`src/rtl/piece_move_ctrl.sv`:
```
// Active-piece movement sequencer. It turns player button edges and gravity
// ticks into one-at-a-time collision queries, owns the piece origin, and
// raises a lock pulse when the piece can no longer fall.
module piece_move_ctrl #(
    parameter int unsigned SPAWN_X = 6,
    parameter int unsigned SPAWN_Y = 0,
    parameter int unsigned X_MIN   = 0,
    parameter int unsigned X_MAX   = 12,
    parameter int unsigned Y_MAX   = 16
) (
    input  logic       Clock,
    input  logic       Reset,
    input  logic       spawn,
    input  logic       btnLeft,
    input  logic       btnRight,
    input  logic       btnDown,
    input  logic       gravityTick,
    input  logic       canMoveLeft,
    input  logic       canMoveRight,
    input  logic       canMoveDown,
    output logic       leftEnable,
    output logic       rightEnable,
    output logic       downEnable,
    output logic [3:0] XPOS,
    output logic [4:0] YPOS,
    output logic       lockPiece,
    output logic       busy
);

    localparam logic [3:0] SPAWN_X_C = 4'(SPAWN_X);
    localparam logic [4:0] SPAWN_Y_C = 5'(SPAWN_Y);
    localparam logic [3:0] X_MIN_C   = 4'(X_MIN);
    localparam logic [3:0] X_LAST_C  = 4'(X_MAX - 1);
    localparam logic [4:0] Y_LAST_C  = 5'(Y_MAX - 1);

    typedef enum logic [2:0] {
        S_IDLE,
        S_READY,
        S_CHECK,
        S_EVAL,
        S_LOCK
    } state_t;

    typedef enum logic [1:0] {
        OP_L,
        OP_R,
        OP_D
    } op_t;

    state_t     state_q, state_d;
    op_t        op_q, op_d;
    logic [3:0] x_q, x_d;
    logic [4:0] y_q, y_d;
    logic       pend_g_q, pend_g_d;
    logic       pend_d_q, pend_d_d;
    logic       pend_l_q, pend_l_d;
    logic       pend_r_q, pend_r_d;
    logic       btn_l_q, btn_r_q, btn_d_q;
    logic       len_q, len_d;
    logic       ren_q, ren_d;
    logic       den_q, den_d;
    logic       lock_q, lock_d;
    logic       busy_q, busy_d;

    logic       req_l, req_r, req_d;
    logic       accept;
    logic       clr_g, clr_d, clr_l, clr_r;

    assign req_l  = btnLeft  & ~btn_l_q;
    assign req_r  = btnRight & ~btn_r_q;
    assign req_d  = btnDown  & ~btn_d_q;
    assign accept = (state_q != S_IDLE);

    // State, position, pending flags, edge history and registered outputs
    always_ff @(posedge Clock or posedge Reset) begin
        if (Reset) begin
            state_q  <= S_IDLE;
            op_q     <= OP_L;
            x_q      <= SPAWN_X_C;
            y_q      <= SPAWN_Y_C;
            pend_g_q <= 1'b0;
            pend_d_q <= 1'b0;
            pend_l_q <= 1'b0;
            pend_r_q <= 1'b0;
            btn_l_q  <= 1'b0;
            btn_r_q  <= 1'b0;
            btn_d_q  <= 1'b0;
            len_q    <= 1'b0;
            ren_q    <= 1'b0;
            den_q    <= 1'b0;
            lock_q   <= 1'b0;
            busy_q   <= 1'b0;
        end else begin
            state_q  <= state_d;
            op_q     <= op_d;
            x_q      <= x_d;
            y_q      <= y_d;
            pend_g_q <= pend_g_d;
            pend_d_q <= pend_d_d;
            pend_l_q <= pend_l_d;
            pend_r_q <= pend_r_d;
            btn_l_q  <= btnLeft;
            btn_r_q  <= btnRight;
            btn_d_q  <= btnDown;
            len_q    <= len_d;
            ren_q    <= ren_d;
            den_q    <= den_d;
            lock_q   <= lock_d;
            busy_q   <= busy_d;
        end
    end

    // Next-state, request arbitration, move commit and next output values
    always_comb begin
        state_d = state_q;
        op_d    = op_q;
        x_d     = x_q;
        y_d     = y_q;
        clr_g   = 1'b0;
        clr_d   = 1'b0;
        clr_l   = 1'b0;
        clr_r   = 1'b0;

        case (state_q)
            S_IDLE: begin
                if (spawn) begin
                    x_d     = SPAWN_X_C;
                    y_d     = SPAWN_Y_C;
                    state_d = S_READY;
                end
            end
            S_READY: begin
                // Gravity and soft drop share one down query, which satisfies both
                if (pend_g_q || pend_d_q) begin
                    op_d    = OP_D;
                    clr_g   = 1'b1;
                    clr_d   = 1'b1;
                    state_d = S_CHECK;
                end else if (pend_l_q) begin
                    op_d    = OP_L;
                    clr_l   = 1'b1;
                    state_d = S_CHECK;
                end else if (pend_r_q) begin
                    op_d    = OP_R;
                    clr_r   = 1'b1;
                    state_d = S_CHECK;
                end
            end
            S_CHECK: state_d = S_EVAL;
            S_EVAL: begin
                state_d = S_READY;
                case (op_q)
                    OP_L: if (canMoveLeft && (x_q > X_MIN_C)) x_d = x_q - 4'd1;
                    OP_R: if (canMoveRight && (x_q < X_LAST_C)) x_d = x_q + 4'd1;
                    OP_D: begin
                        if (canMoveDown && (y_q < Y_LAST_C)) y_d = y_q + 5'd1;
                        else state_d = S_LOCK;
                    end
                    default: state_d = S_READY;
                endcase
            end
            S_LOCK: state_d = S_IDLE;
            default: state_d = S_IDLE;
        endcase

        // A fresh edge in the same cycle its flag is consumed is kept as a new request
        pend_g_d = (pend_g_q & ~clr_g) | (accept & gravityTick);
        pend_d_d = (pend_d_q & ~clr_d) | (accept & req_d);
        pend_l_d = (pend_l_q & ~clr_l) | (accept & req_l);
        pend_r_d = (pend_r_q & ~clr_r) | (accept & req_r);
        if ((state_q == S_LOCK) || ((state_q == S_IDLE) && spawn)) begin
            pend_g_d = 1'b0;
            pend_d_d = 1'b0;
            pend_l_d = 1'b0;
            pend_r_d = 1'b0;
        end

        len_d  = (state_d == S_CHECK) && (op_d == OP_L);
        ren_d  = (state_d == S_CHECK) && (op_d == OP_R);
        den_d  = (state_d == S_CHECK) && (op_d == OP_D);
        lock_d = (state_d == S_LOCK);
        busy_d = (state_d == S_CHECK) || (state_d == S_EVAL) || (state_d == S_LOCK);
    end

    assign leftEnable  = len_q;
    assign rightEnable = ren_q;
    assign downEnable  = den_q;
    assign XPOS        = x_q;
    assign YPOS        = y_q;
    assign lockPiece   = lock_q;
    assign busy        = busy_q;

endmodule

```
`config.mk`:
```
export PLATFORM = sky130hd
export DESIGN_NAME = piece_move_ctrl
export DESIGN_NICKNAME = d
export VERILOG_FILES = /design/src/rtl/piece_move_ctrl.sv
export SDC_FILE = /design/constraint.sdc
export NUM_CORES = 1
export LEC_CHECK = 0
export ABC_AREA = 1
export BUFFER_PORTS_ARGS = -buffer_cell sky130_fd_sc_hd__buf_2
export CAP_MARGIN = 20
export CORE_ASPECT_RATIO = 1.1
export CORE_MARGIN = 2
export CORE_UTILIZATION = 49
export CTS_CLUSTER_SIZE = 10
export DETAILED_ROUTE_END_ITERATION = 10
export PLACE_DENSITY = 0.8
export SLEW_MARGIN = 20
export SYNTH_ARGS = -nofsm -noshare
export SYNTH_HDL_FRONTEND = slang
export SYNTH_SLANG_ARGS = --single-unit
```
`constraint.sdc`:
```
create_clock -name Clock -period 1.5 [get_ports Clock]
set_input_delay 0.15 -clock Clock [delete_from_list [all_inputs] [get_ports Clock]]
set_output_delay 0.15 -clock Clock [all_outputs]
set_load 0.02 [all_outputs]
```
Word-level counts from Yosys, hierarchy flattened
Cells that the tools add are included.
Storage, ports and cells
  register bits: 26
  latch bits: 0
  memory bits (writable): 0
  memory bits (read-only): 0
  bits of input ports: 10
  output and inout port bits: 14
  word-level logic and storage cells: 111
  memories: 0
Operators by class
  add/subtract/negate cells: 3
  $mul: 0
  div/mod/pow operators: 0
  $lt $le $gt $ge: 3
  eq/ne operators: 17
  shift-type cells: 0
  multiplexer cells: 33
  bitwise operators: 21
  reductions and logical operators: 18
Operators with widths (number)
  3-bit two-way mux: 6
  4-bit one-hot mux with 2 select lines: 2
  5-bit two-way mux: 3
  1-bit two-way mux: 13
  3-bit by 2-bit equality test with 1-bit output (second input constant): 4
  4-bit two-way mux: 3
  3-bit one-hot mux with 4 select lines: 1
  1-bit bitwise AND: 11
  5-bit one-hot mux with 2 select lines: 1
  2-bit two-way mux: 4
  1-bit logical AND: 7
  3-bit equality test (second input constant): 2
  2-bit != test (second input constant): 3
  3-bit != test (second input constant): 2
  1-bit inverter: 6
  5-bit by 1-bit adder with 5-bit output (second input constant): 1
  5-bit by 4-bit less-than comparator with 1-bit output (second input constant): 1
  5-bit AND reduction: 1
  4-bit by 1-bit adder with 4-bit output (second input constant): 1
  2-bit by 1-bit equality test with 1-bit output (second input constant): 2
  2-bit equality test (second input constant): 2
  4-bit by 1-bit > comparator with 1-bit output (second input constant): 1
  2-bit zero test: 2
  1-bit logical OR: 4
  other kinds (9): 12

Longest topological paths before layout
Gate-level depths: netlist of the first run.
  depth in word-level cells: 8
  depth in mapped cells: 9
  depth with buffers taken out: 9

Worst setup path before layout of the first run
OpenSTA, ideal clock, no wires.
  kind: register to register
  from: register op_q[1]
  to: register x_q[2] (netlist: XPOS[2])
  library setup time: 0.061 ns
  arrival time: 1.409 ns
  required time: 1.439 ns
  path slack: 0.030 ns
  cell stages (with the launch flop): 8
  buffers on the path: 0
  period minus slack after synthesis: 1.470 ns
  cell sequence: dfrtp_1 -> inv_1 -> nand2_1 -> fa_1 -> or2_2 -> nand3_1 -> nand2_1 -> nand2_1
On the way
  cells in the longest elaborated chain, start to end: 3
  elaborated cells on any way between the ends: 8
  classes of those cells: eq/ne: 4; mux: 2; reduce/logical: 2
Ends and longest elaborated chain
  start, declared: line 51  | op_t op_q, op_d;
  start signal, assigned: line 95  | op_q <= op_d;
  2-bit by 1-bit equality test with 1-bit output or 2-bit zero test (tied branches): line 152  | case (op_q)
  4-bit one-hot mux with 2 select lines, or another cell as far along: line 152
  4-bit one-hot mux with 2 select lines or 5-bit AND reduction (tied branches)
  end signal, assigned: line 79  | x_q <= SPAWN_X_C;
  end signal, assigned: line 96  | x_q <= x_d;
  end, declared: line 52  | logic [3:0] x_q, x_d;
Parallel ways exist; a longest one is shown, timed or not.
A chain may end at the register's enable or synchronous reset.

Final worst setup path of the first run
  from: register x_q[1] (netlist: XPOS[1])
  to: register x_q[1] (netlist: XPOS[1])
On the way
  cells in the longest elaborated chain, start to end: 4
  elaborated cells on any way between the ends: 13
  classes of those cells: add/sub: 2; order compare: 2; eq/ne: 2; mux: 4; reduce/logical: 3
Ends and longest elaborated chain
  4-bit by 1-bit adder with 4-bit output, or another cell as far along: line 154  | OP_R: if (canMoveRight && (x_q < X_LAST_C)) x_d = x_q + 4'd1;
  4-bit two-way mux, or another cell as far along: line 154
  4-bit one-hot mux with 2 select lines or 3-bit != test (tied branches)
  4-bit one-hot mux with 2 select lines or 5-bit AND reduction (tied branches)
Parallel ways exist; a longest one is shown, timed or not. The select of a mux whose other input is x is not followed.

==> tab_implementation.tex, run 1 <==
\begin{tabular}{lr}
\hline
Metric & Value \\
\hline
\multicolumn{2}{l}{\textbf{Floorplanning}} \\
\quad Rows & 19 \\
\quad Top-level port count & 24 \\
\quad Width of the die & 53.3 µm \\
\quad Vertical extent of the die & 58.2 µm \\
\quad Core region area & 2520 µm² \\
\quad Starting utilization of the core area & roughly half \\
\quad Area of the die & 3100 µm² \\
\multicolumn{2}{l}{\textbf{STA}} \\
\quad Clock Skew & 0.00466 ns \\
\quad Final worst-path cycle share & between 90\% and 100\% \\
\quad Setup repair after global routing missed its margin & true \\
\quad Final count of hold timing violations & 0 \\
\quad Fin Hold WS & 0.0553 ns \\
\quad Post-layout minimum cycle time & between 1 and 1.5 ns \\
\quad Setup TNS after final layout & 0 ns \\
\quad Slew @ Worst Pin & 0.534 ns \\
\quad Number of pins with negative max-slew slack in the final report & 0 \\
\quad Number of setup violations in the final report & 0 \\
\quad Achievable frequency & 0.686 GHz \\
\quad Worst slew margin relative to its limit & between 60 and 70\% \\
\multicolumn{2}{l}{\textbf{Yosys}} \\
\quad Yosys warns & 0 \\
\quad Synth Net Count & 169 \\
\quad Average instance area after synthesis & 8.44 µm² \\
\quad Cell types with the largest area share after synthesis & dfrtp\_1 46\%, nand2\_1 9.8\%, nand3\_1 6.5\% \\
\quad Seq cells post-synth & 26 \\
\quad Share of the synthesized area in the top cell type & 45.9\% \\
\quad Cell count after synthesis & 155 \\
\quad Leading area contributor after synthesis & dfrtp\_1 \\
\quad Portion of the post-synthesis area used by sequential elements & between 40\% and 50\% \\
\quad Unique cell type count in the Yosys netlist & 29 \\
\quad Cell area after synthesis & 1310 µm² \\
\multicolumn{2}{l}{\textbf{Worst setup path}} \\
\quad Largest fanout of any net on the critical path & 6 \\
\quad Worst reg2reg path depth & 4 \\
\quad Crit start category & flop \\
\quad Reg2reg start & XPOS[1] \\
\quad Crit path capture type & flop \\
\quad Slack of the worst reg-to-reg path & 0.04 ns \\
\quad Data arrival time at the worst-slack endpoint & around 1.8 ns \\
\quad Critical setup path kind & reg -> reg \\
\quad R2r endpoint & XPOS[1] \\
\quad CP Data Required Time & around 1.8 ns \\
\multicolumn{2}{l}{\textbf{CTS}} \\
\quad Clk root buf & clkbuf\_4 \\
\quad Level count of the clock H-tree & 1 \\
\quad Worst-case clock buffer depth & 2 \\
\quad Clock latency reported for the late side of the worst-skew pair & 0.33 ns \\
\quad Number of sinks driven by the clock tree & 26 \\
\quad Clock-pin slew reported for the worst setup and hold paths after clock tree synthesis & 0.14 ns \\
\quad Clock tree from TritonCTS & done \\
\quad Total clock buffers created by CTS & 3 \\
\multicolumn{2}{l}{\textbf{Global routing}} \\
\quad Wire length of the first global-routing pass & 4620 µm \\
\quad Pin count of the biggest net entering global routing & 27 \\
\quad Vias in the first global route & 1,134 \\
\quad Initial antenna violation count & 0 \\
\quad Overall routing resource usage & 20.1\% \\
\quad Final global-route overflow total & 0 \\
\multicolumn{2}{l}{\textbf{Cells and area}} \\
\quad Share of layout cells above drive strength 1 & 26.9\% \\
\quad Post-layout net count & between 200 and 250 \\
\quad Summed area of non-filler cells in the final layout & between 1500 and 2000 µm² \\
\quad Final-layout fill cell count & 207 \\
\quad Final Core Density & 64.6\% \\
\quad Growth of design area from synthesis to finish & 24.4\% \\
\quad Total inserted antenna cells & 0 \\
\multicolumn{2}{l}{\textbf{Run}} \\
\quad Number of max-cap violations & 0 \\
\multicolumn{2}{l}{\textbf{Pwr}} \\
\quad Power density normalized to cell area & about 2000 nW/µm² \\
\quad Maximum VDD drop & 1.07 mV \\
\quad Standby leakage power & 0.860 nW \\
\multicolumn{2}{l}{\textbf{Drt}} \\
\quad Vias after detailed routing & 1,154 \\
\quad Post-DR wirelength/cell & 12.1 µm \\
\quad Iteration count of the initial detailed-routing pass & 4 \\
\quad Routed via count divided by cell count & 5.15 \\
\quad Number of routed nets with antenna violations & 0 \\
\quad DR DRC count & 0 \\
\quad Routed WL & 2700 µm \\
\quad Initial DRC Count & 40 \\
\multicolumn{2}{l}{\textbf{Worst hold path}} \\
\quad Type of the tightest min-delay check & in -> reg \\
\quad Number of cells on the worst hold path & 3 \\
\quad Worst min-delay path endpoint & pend\_g\_q \\
\quad Min-Delay Startpoint & gravityTick \\
\multicolumn{2}{l}{\textbf{Placed design}} \\
\quad Number of I/O port buffers & 23 \\
\quad HPWL Detailed & 1960 µm \\
\quad Post-DP Area & 1520 µm² \\
\quad Routability congestion estimate from global placement & between 0.7 and 0.8 \\
\multicolumn{2}{l}{\textbf{Outcome}} \\
\quad Outcome & complete, no violations \\
\hline
\end{tabular}
-- critical path, stage by stage (launching register included) --
cell and delay [ns]:
dfstp_2 0.63, fa_2 0.45, or2_1 0.23, nand2_1 0.06, nand2_1 0.04
-- layout make-up --
| type | instances | area, µm² | area share, % |
|---|---|---|---|
| Timing Repair Buffer | 35 | 215 | 13.2 |
| Multi-Input combinational cell | 109 | 594 | 36.5 |
| Tap cell | 31 | 38.8 | 2.38 |
| Sequential cell | 26 | 653 | 40.1 |
| Inverter | 19 | 73.8 | 4.53 |
| Clock inverter | 1 | 30.0 | 1.84 |
| Clock buffer | 3 | 22.5 | 1.38 |
-- cell usage after synthesis --
library cell / number
nand3b_1: 3
xor2_1: 2
inv_2: 3
inv_4: 1
a21oi_1: 9
nor3b_1: 1
nor3_1: 3
nand2_1: 34
nor4_1: 1
fa_1: 1
nand2_2: 3
ha_1: 3
dfrtp_1: 24
nor2_8: 1
buf_2: 1
or2_1: 1
nand4_1: 3
or2_2: 1
nand3_1: 17
nor2_1: 17
o22ai_1: 1
inv_1: 14
nor2_2: 1
o31ai_1: 1
nand3_2: 1
o21ai_0: 4
dfstp_2: 2
xnor2_1: 1
clkinv_1: 1
-- worst max-delay path by stage --
stage          depth (start not counted)       to  slack (ns)     from
6_report                               4  XPOS[1]        0.04  XPOS[1]
5_1_grt                                4  XPOS[1]      0.0004  XPOS[1]
4_1_cts                                7  XPOS[2]        0.03  op_q[1]
3_5_place_dp                           7  XPOS[2]        0.03  op_q[1]
3_3_place_gp                           7  XPOS[2]        0.06  op_q[1]
2_1_floorplan                          7  XPOS[2]        0.03  op_q[1]
-- cells in the final DEF, fill, tap and decap left out --
cell	instances
nor3b_1	1
nand4_1	3
or2_2	1
nand3_2	1
clkinv_1	1
xnor2_1	1
o31ai_1	1
o22ai_1	1
nand3b_1	3
buf_4	8
inv_2	4
ha_4	1
buf_2	23
nor2_8	1
nand2_2	4
o21ai_0	4
nand2_1	33
fa_2	1
dlygate4sd3_1	4
nand3_1	17
nor2_2	1
ha_1	2
bufinv_16	1
or2_1	1
a21oi_1	9
dfstp_2	2
nor3_1	3
inv_1	13
dfrtp_1	24
nor2_1	17
xor2_1	2
nor4_1	1
clkbuf_4	3
inv_4	1
-- registers in the layout, summed over array words and instances (netlist names), 2 cells and up --
register  flops
YPOS          5
XPOS          4
state_q       3
op_q          2
-- power by group --
| group | switching (mW) | internal [mW] |
|---|---|---|
| sequential | 0.193 | 0.944 |
| clock | 0.217 | 0.271 |
| combinational | 0.965 | 0.593 |
-- stage by stage --
step	setup slack, ns	power [mW]	instances
CTS	0.0262	3.14	224
detailed placement	0.0256	2.64	216
global placement	0.0605	2.56	216
floorplan	0.0301	2.17	155
global route	0.000440	3.41	224
finish	0.0426	3.18	224
-- routing by layer --
metal  track usage [%]  wire length [µm]
met1              25.0              1200
met2              34.2              1350
met3              3.09                99
met4              8.06                55
met5                 0                 0
-- cell families after synthesis --
logic type               Yosys count  synth area share [%]
XOR/XNOR                           3                  2.01
adder cells (fa/ha/maj)            4                  4.40
buffers and inverters             20                  6.02
flip-flops                        26                  49.9
AO/OA/AOI/OAI                     15                  6.02
AND/OR/NAND/NOR                   87                  31.6
-- timing repair --
action                                  CTS  global route
endpoints found under the setup margin    1             2
gates resized for setup                   1             3
hold buffers                              4             0
endpoints found under the hold margin    27             0
pin swaps                                 0             1
buffers inserted                          0             0
(Power assumes the default switching activity.)
==> run 2, diff against run 1 <==
--- a/config.mk
+++ b/config.mk
@@ -5,12 +5,10 @@
 export SDC_FILE = /design/constraint.sdc
 export NUM_CORES = 1
 export LEC_CHECK = 0
-export ABC_AREA = 1
 export BUFFER_PORTS_ARGS = -buffer_cell sky130_fd_sc_hd__buf_2
-export CAP_MARGIN = 20
 export CORE_ASPECT_RATIO = 1.1
 export CORE_MARGIN = 2
-export CORE_UTILIZATION = 49
+export CORE_UTILIZATION = 48
 export CTS_CLUSTER_SIZE = 10
 export DETAILED_ROUTE_END_ITERATION = 10
 export PLACE_DENSITY = 0.8
==> tab_implementation.tex, run 2 <==
\begin{tabular}{lr}
\hline
Metric & Value \\
\hline
\multicolumn{2}{l}{\textbf{Drt}} \\
\quad Vias after detailed routing & roughly 1.1k \\
\quad Routed via count divided by cell count & 5.41 \\
\quad Routed WL & 2810 µm \\
\quad Initial DRC Count & 19 \\
\quad DR DRC count & 0 \\
\quad Iteration count of the initial detailed-routing pass & 4 \\
\quad Post-DR wirelength/cell & 14.2 µm \\
\quad Number of routed nets with antenna violations & 0 \\
\multicolumn{2}{l}{\textbf{STA}} \\
\quad Setup repair after global routing missed its margin & true \\
\quad Slack of the critical path & -0.188 ns \\
\quad Slew @ Worst Pin & 0.461 ns \\
\quad Clock Skew & approximately 0.012 ns \\
\quad Post-layout minimum cycle time & 1.69 ns \\
\quad Final worst-path cycle share & 113\% \\
\quad Number of pins with negative max-slew slack in the final report & 0 \\
\quad Fin Hold WS & 0.0690 ns \\
\quad Achievable frequency & roughly 0.6 GHz \\
\quad Worst slew margin relative to its limit & 69.1\% \\
\quad Number of setup violations in the final report & 6 \\
\quad Final count of hold timing violations & 0 \\
\multicolumn{2}{l}{\textbf{Worst setup path}} \\
\quad Crit start category & flop \\
\quad CP Data Required Time & 1.76 ns \\
\quad Data arrival time at the worst-slack endpoint & 1.95 ns \\
\quad Crit path capture & XPOS[3] \\
\quad Worst Setup SP & XPOS[3] \\
\quad R2r endpoint & XPOS[3] \\
\quad Critical setup path kind & reg -> reg \\
\quad Worst reg2reg path depth & 5 \\
\quad Crit path capture type & flop \\
\quad Largest fanout of any net on the critical path & 4 \\
\quad Reg2reg start & XPOS[3] \\
\quad Slack of the worst reg-to-reg path & -0.19 ns \\
\multicolumn{2}{l}{\textbf{CTS}} \\
\quad Worst-case clock buffer depth & 2 \\
\quad Level count of the clock H-tree & 1 \\
\quad Total clock buffers created by CTS & 3 \\
\quad Clock-pin slew reported for the worst setup and hold paths after clock tree synthesis & about 0.14 ns \\
\quad Clock tree from TritonCTS & done \\
\quad Clk root buf & clkbuf\_4 \\
\quad Clock latency reported for the late side of the worst-skew pair & 0.32 ns \\
\quad Number of sinks driven by the clock tree & 26 \\
\multicolumn{2}{l}{\textbf{Pwr}} \\
\quad Power density normalized to cell area & about 1900 nW/µm² \\
\quad Net Sw Frac & 40.6\% \\
\quad Maximum VDD drop & 1.15 mV \\
\quad Relative contribution of the clock network to total power & 9.4\% \\
\quad Combinational Power Share & a little under three fifths \\
\quad Net switching power & 1.31 mW \\
\quad Portion of total power attributed to sequential cells & 35.5\% \\
\quad Internal power contribution & 1.91 mW \\
\quad Standby leakage power & $\sim$0.85 nW \\
\multicolumn{2}{l}{\textbf{Floorplanning}} \\
\quad Starting utilization of the core area & 50.4\% \\
\quad Width of the die & 52.6 µm \\
\quad Core region area & between 2000 and 2500 µm² \\
\quad Vertical extent of the die & 57.4 µm \\
\quad Rows & 19 \\
\quad Top-level port count & 24 \\
\quad Area of the die & 3020 µm² \\
\multicolumn{2}{l}{\textbf{Yosys}} \\
\quad Cell types with the highest counts after synthesis & 24 x dfrtp\_1, 14 x nor2\_1, 8 x a21oi\_1 \\
\quad Number of enable flip-flop cells after synthesis & 0 \\
\quad Unique cell type count in the Yosys netlist & 41 \\
\quad Cell types with the largest area share after synthesis & dfrtp\_1 48\%, dfstp\_2 4.2\%, nor2\_1 4.2\% \\
\quad Post-synth ARST share & 100\% \\
\quad Cell with the most instances after synthesis & dfrtp\_1 \\
\quad Average instance area after synthesis & approximately 11 µm² \\
\quad Leading area contributor after synthesis & dfrtp\_1 \\
\quad Yosys warns & 0 \\
\quad Portion of the post-synthesis area used by sequential elements & 52.4\% \\
\quad Synth Flop Type & dfrtp\_1 \\
\quad Synth Net Count & 128 \\
\quad Share of the synthesized area in the top cell type & 48.2\% \\
\quad Cell count after synthesis & 114 \\
\quad Cell area after synthesis & 1250 µm² \\
\quad Seq cells post-synth & 26 \\
\multicolumn{2}{l}{\textbf{Cells and area}} \\
\quad Post-layout net count & 182 \\
\quad Number of flip-flops in the largest register & 5 \\
\quad Growth of design area from synthesis to finish & 39.5\% \\
\quad Total inserted antenna cells & 0 \\
\quad Highest-count cells in the layout ignoring fill and taps & 24 x buf\_4, 23 x buf\_2, 18 x dfrtp\_1, 13 x nor2\_1, 6 x dfrtp\_2 \\
\quad Commonest non-fill, non-tap cell in the layout & buf\_4 \\
\quad Layout Cells excl Fill & between 150 and 200 \\
\quad Share of layout cells above drive strength 1 & between 50\% and 60\% \\
\multicolumn{2}{l}{\textbf{Global routing}} \\
\quad Final global-route overflow total & 0 \\
\quad Pin count of the biggest net entering global routing & 17 \\
\quad Wire length of the first global-routing pass & 4720 µm \\
\quad Initial antenna violation count & 0 \\
\quad Overall routing resource usage & 20.8\% \\
\quad Vias in the first global route & 1,027 \\
\multicolumn{2}{l}{\textbf{Run}} \\
\quad Number of max-cap violations & 0 \\
\multicolumn{2}{l}{\textbf{Placed design}} \\
\quad HPWL Detailed & 2040 µm \\
\quad Number of cells after detailed placement & about 190 \\
\quad Number of I/O port buffers & 23 \\
\quad Routability congestion estimate from global placement & 0.887 \\
\multicolumn{2}{l}{\textbf{Outcome}} \\
\quad Violated checks & negative setup slack \\
\quad Outcome & finished with violations \\
\multicolumn{2}{l}{\textbf{Worst hold path}} \\
\quad Type of the tightest min-delay check & in -> reg \\
\quad Number of cells on the worst hold path & 3 \\
\hline
\end{tabular}
## run 2: cell types whose count changed in the layout (fill, tap and decap cells not counted), sizes merged, moves of 3 or more
cell and delta:
inv -13, buf +16, nor2 -5, o21ai +3, nand4 -3, nand2 -32, nand3 -16, a21o +4
## run 2: cell type report
class / instances / area, µm²
clock buffers: 4 / 26.3
fillers: 192 / 734
inverters: 5 / 18.8
multi-input cells: 81 / 658
flip-flops and latches: 26 / 661
well taps: 31 / 38.8
repair buffers: 51 / 335
## run 2: power by group through the flow
| stage | logic, mW | clock network [mW] | registers (mW) |
|---|---|---|---|
| final | 1.78 | 0.304 | 1.14 |
| after global routing | 1.94 | 0.345 | 1.18 |
| after CTS | 1.64 | 0.319 | 1.12 |
| after detailed placement | 1.57 | 0 | 1.13 |
| after global placement | 1.51 | 0 | 1.11 |
| after floorplan | 0.855 | 0 | 1.24 |
## run 2: how the worst min path moves through the flow
| stage | from | endpoint | slack [ns] |
|---|---|---|---|
| after global placement | Reset | lockPiece | 0.15 |
| after global routing | gravityTick | pend_g_q | 0.09 |
| after detailed placement | Reset | YPOS[3] | 0.16 |
| after CTS | gravityTick | pend_g_q | 0.07 |
| final | gravityTick | pend_g_q | 0.07 |
| after floorplan | btnDown | btn_d_q | 0.18 |
## run 2: worst max-delay path: stages, from the launching register on
cell and delay (ns):
dfrtp_2 0.43, or4_4 0.51, a32o_2 0.30, nand2_4 0.09, mux2i_1 0.19, a21o_1 0.12
## run 2: kinds of logic after synthesis
family | synth area share, %
muxes | 2.61
adders and majority gates | 4.62
AOI/OAI and AO/OA | 18.1
and+or+nand+nor | 17.9
xor gates and xnor gates | 2.11
DFF | 52.4
buffers and inverters | 2.31
## run 2: per-layer routing
layer / vias up / part of all wire, % / track usage, %
met3: 7 / 3.0 / 3.40
met2: 24 / 51 / 34.5
met5: - / 0 / 0
li1: 518 / - / -
met1: 522 / 43 / 27.1
met4: 0 / 2.4 / 8.06
## run 2: what timing repair did
item / in CTS / in global routing
endpoints found under the hold margin: 27 / 0
buffers inserted: 2 / 1
pin swaps: 3 / 4
hold buffers: 4 / 0
endpoints found under the setup margin: 10 / 16
resized for setup: 6 / 16
## run 2: metrics by stage
stage	setup TNS [ns]	setup slack, ns	utilization [%]	power [mW]	cell area [µm²]
floorplan	-0.309	-0.156	-	2.09	1280
global placement	-0.282	-0.0910	64.1	2.62	1590
detailed placement	-0.564	-0.155	64.1	2.71	1590
CTS	-0.499	-0.175	68.0	3.08	1680
global route	-1.07	-0.242	70.3	3.46	1740
finish	-0.618	-0.188	70.3	3.22	1740
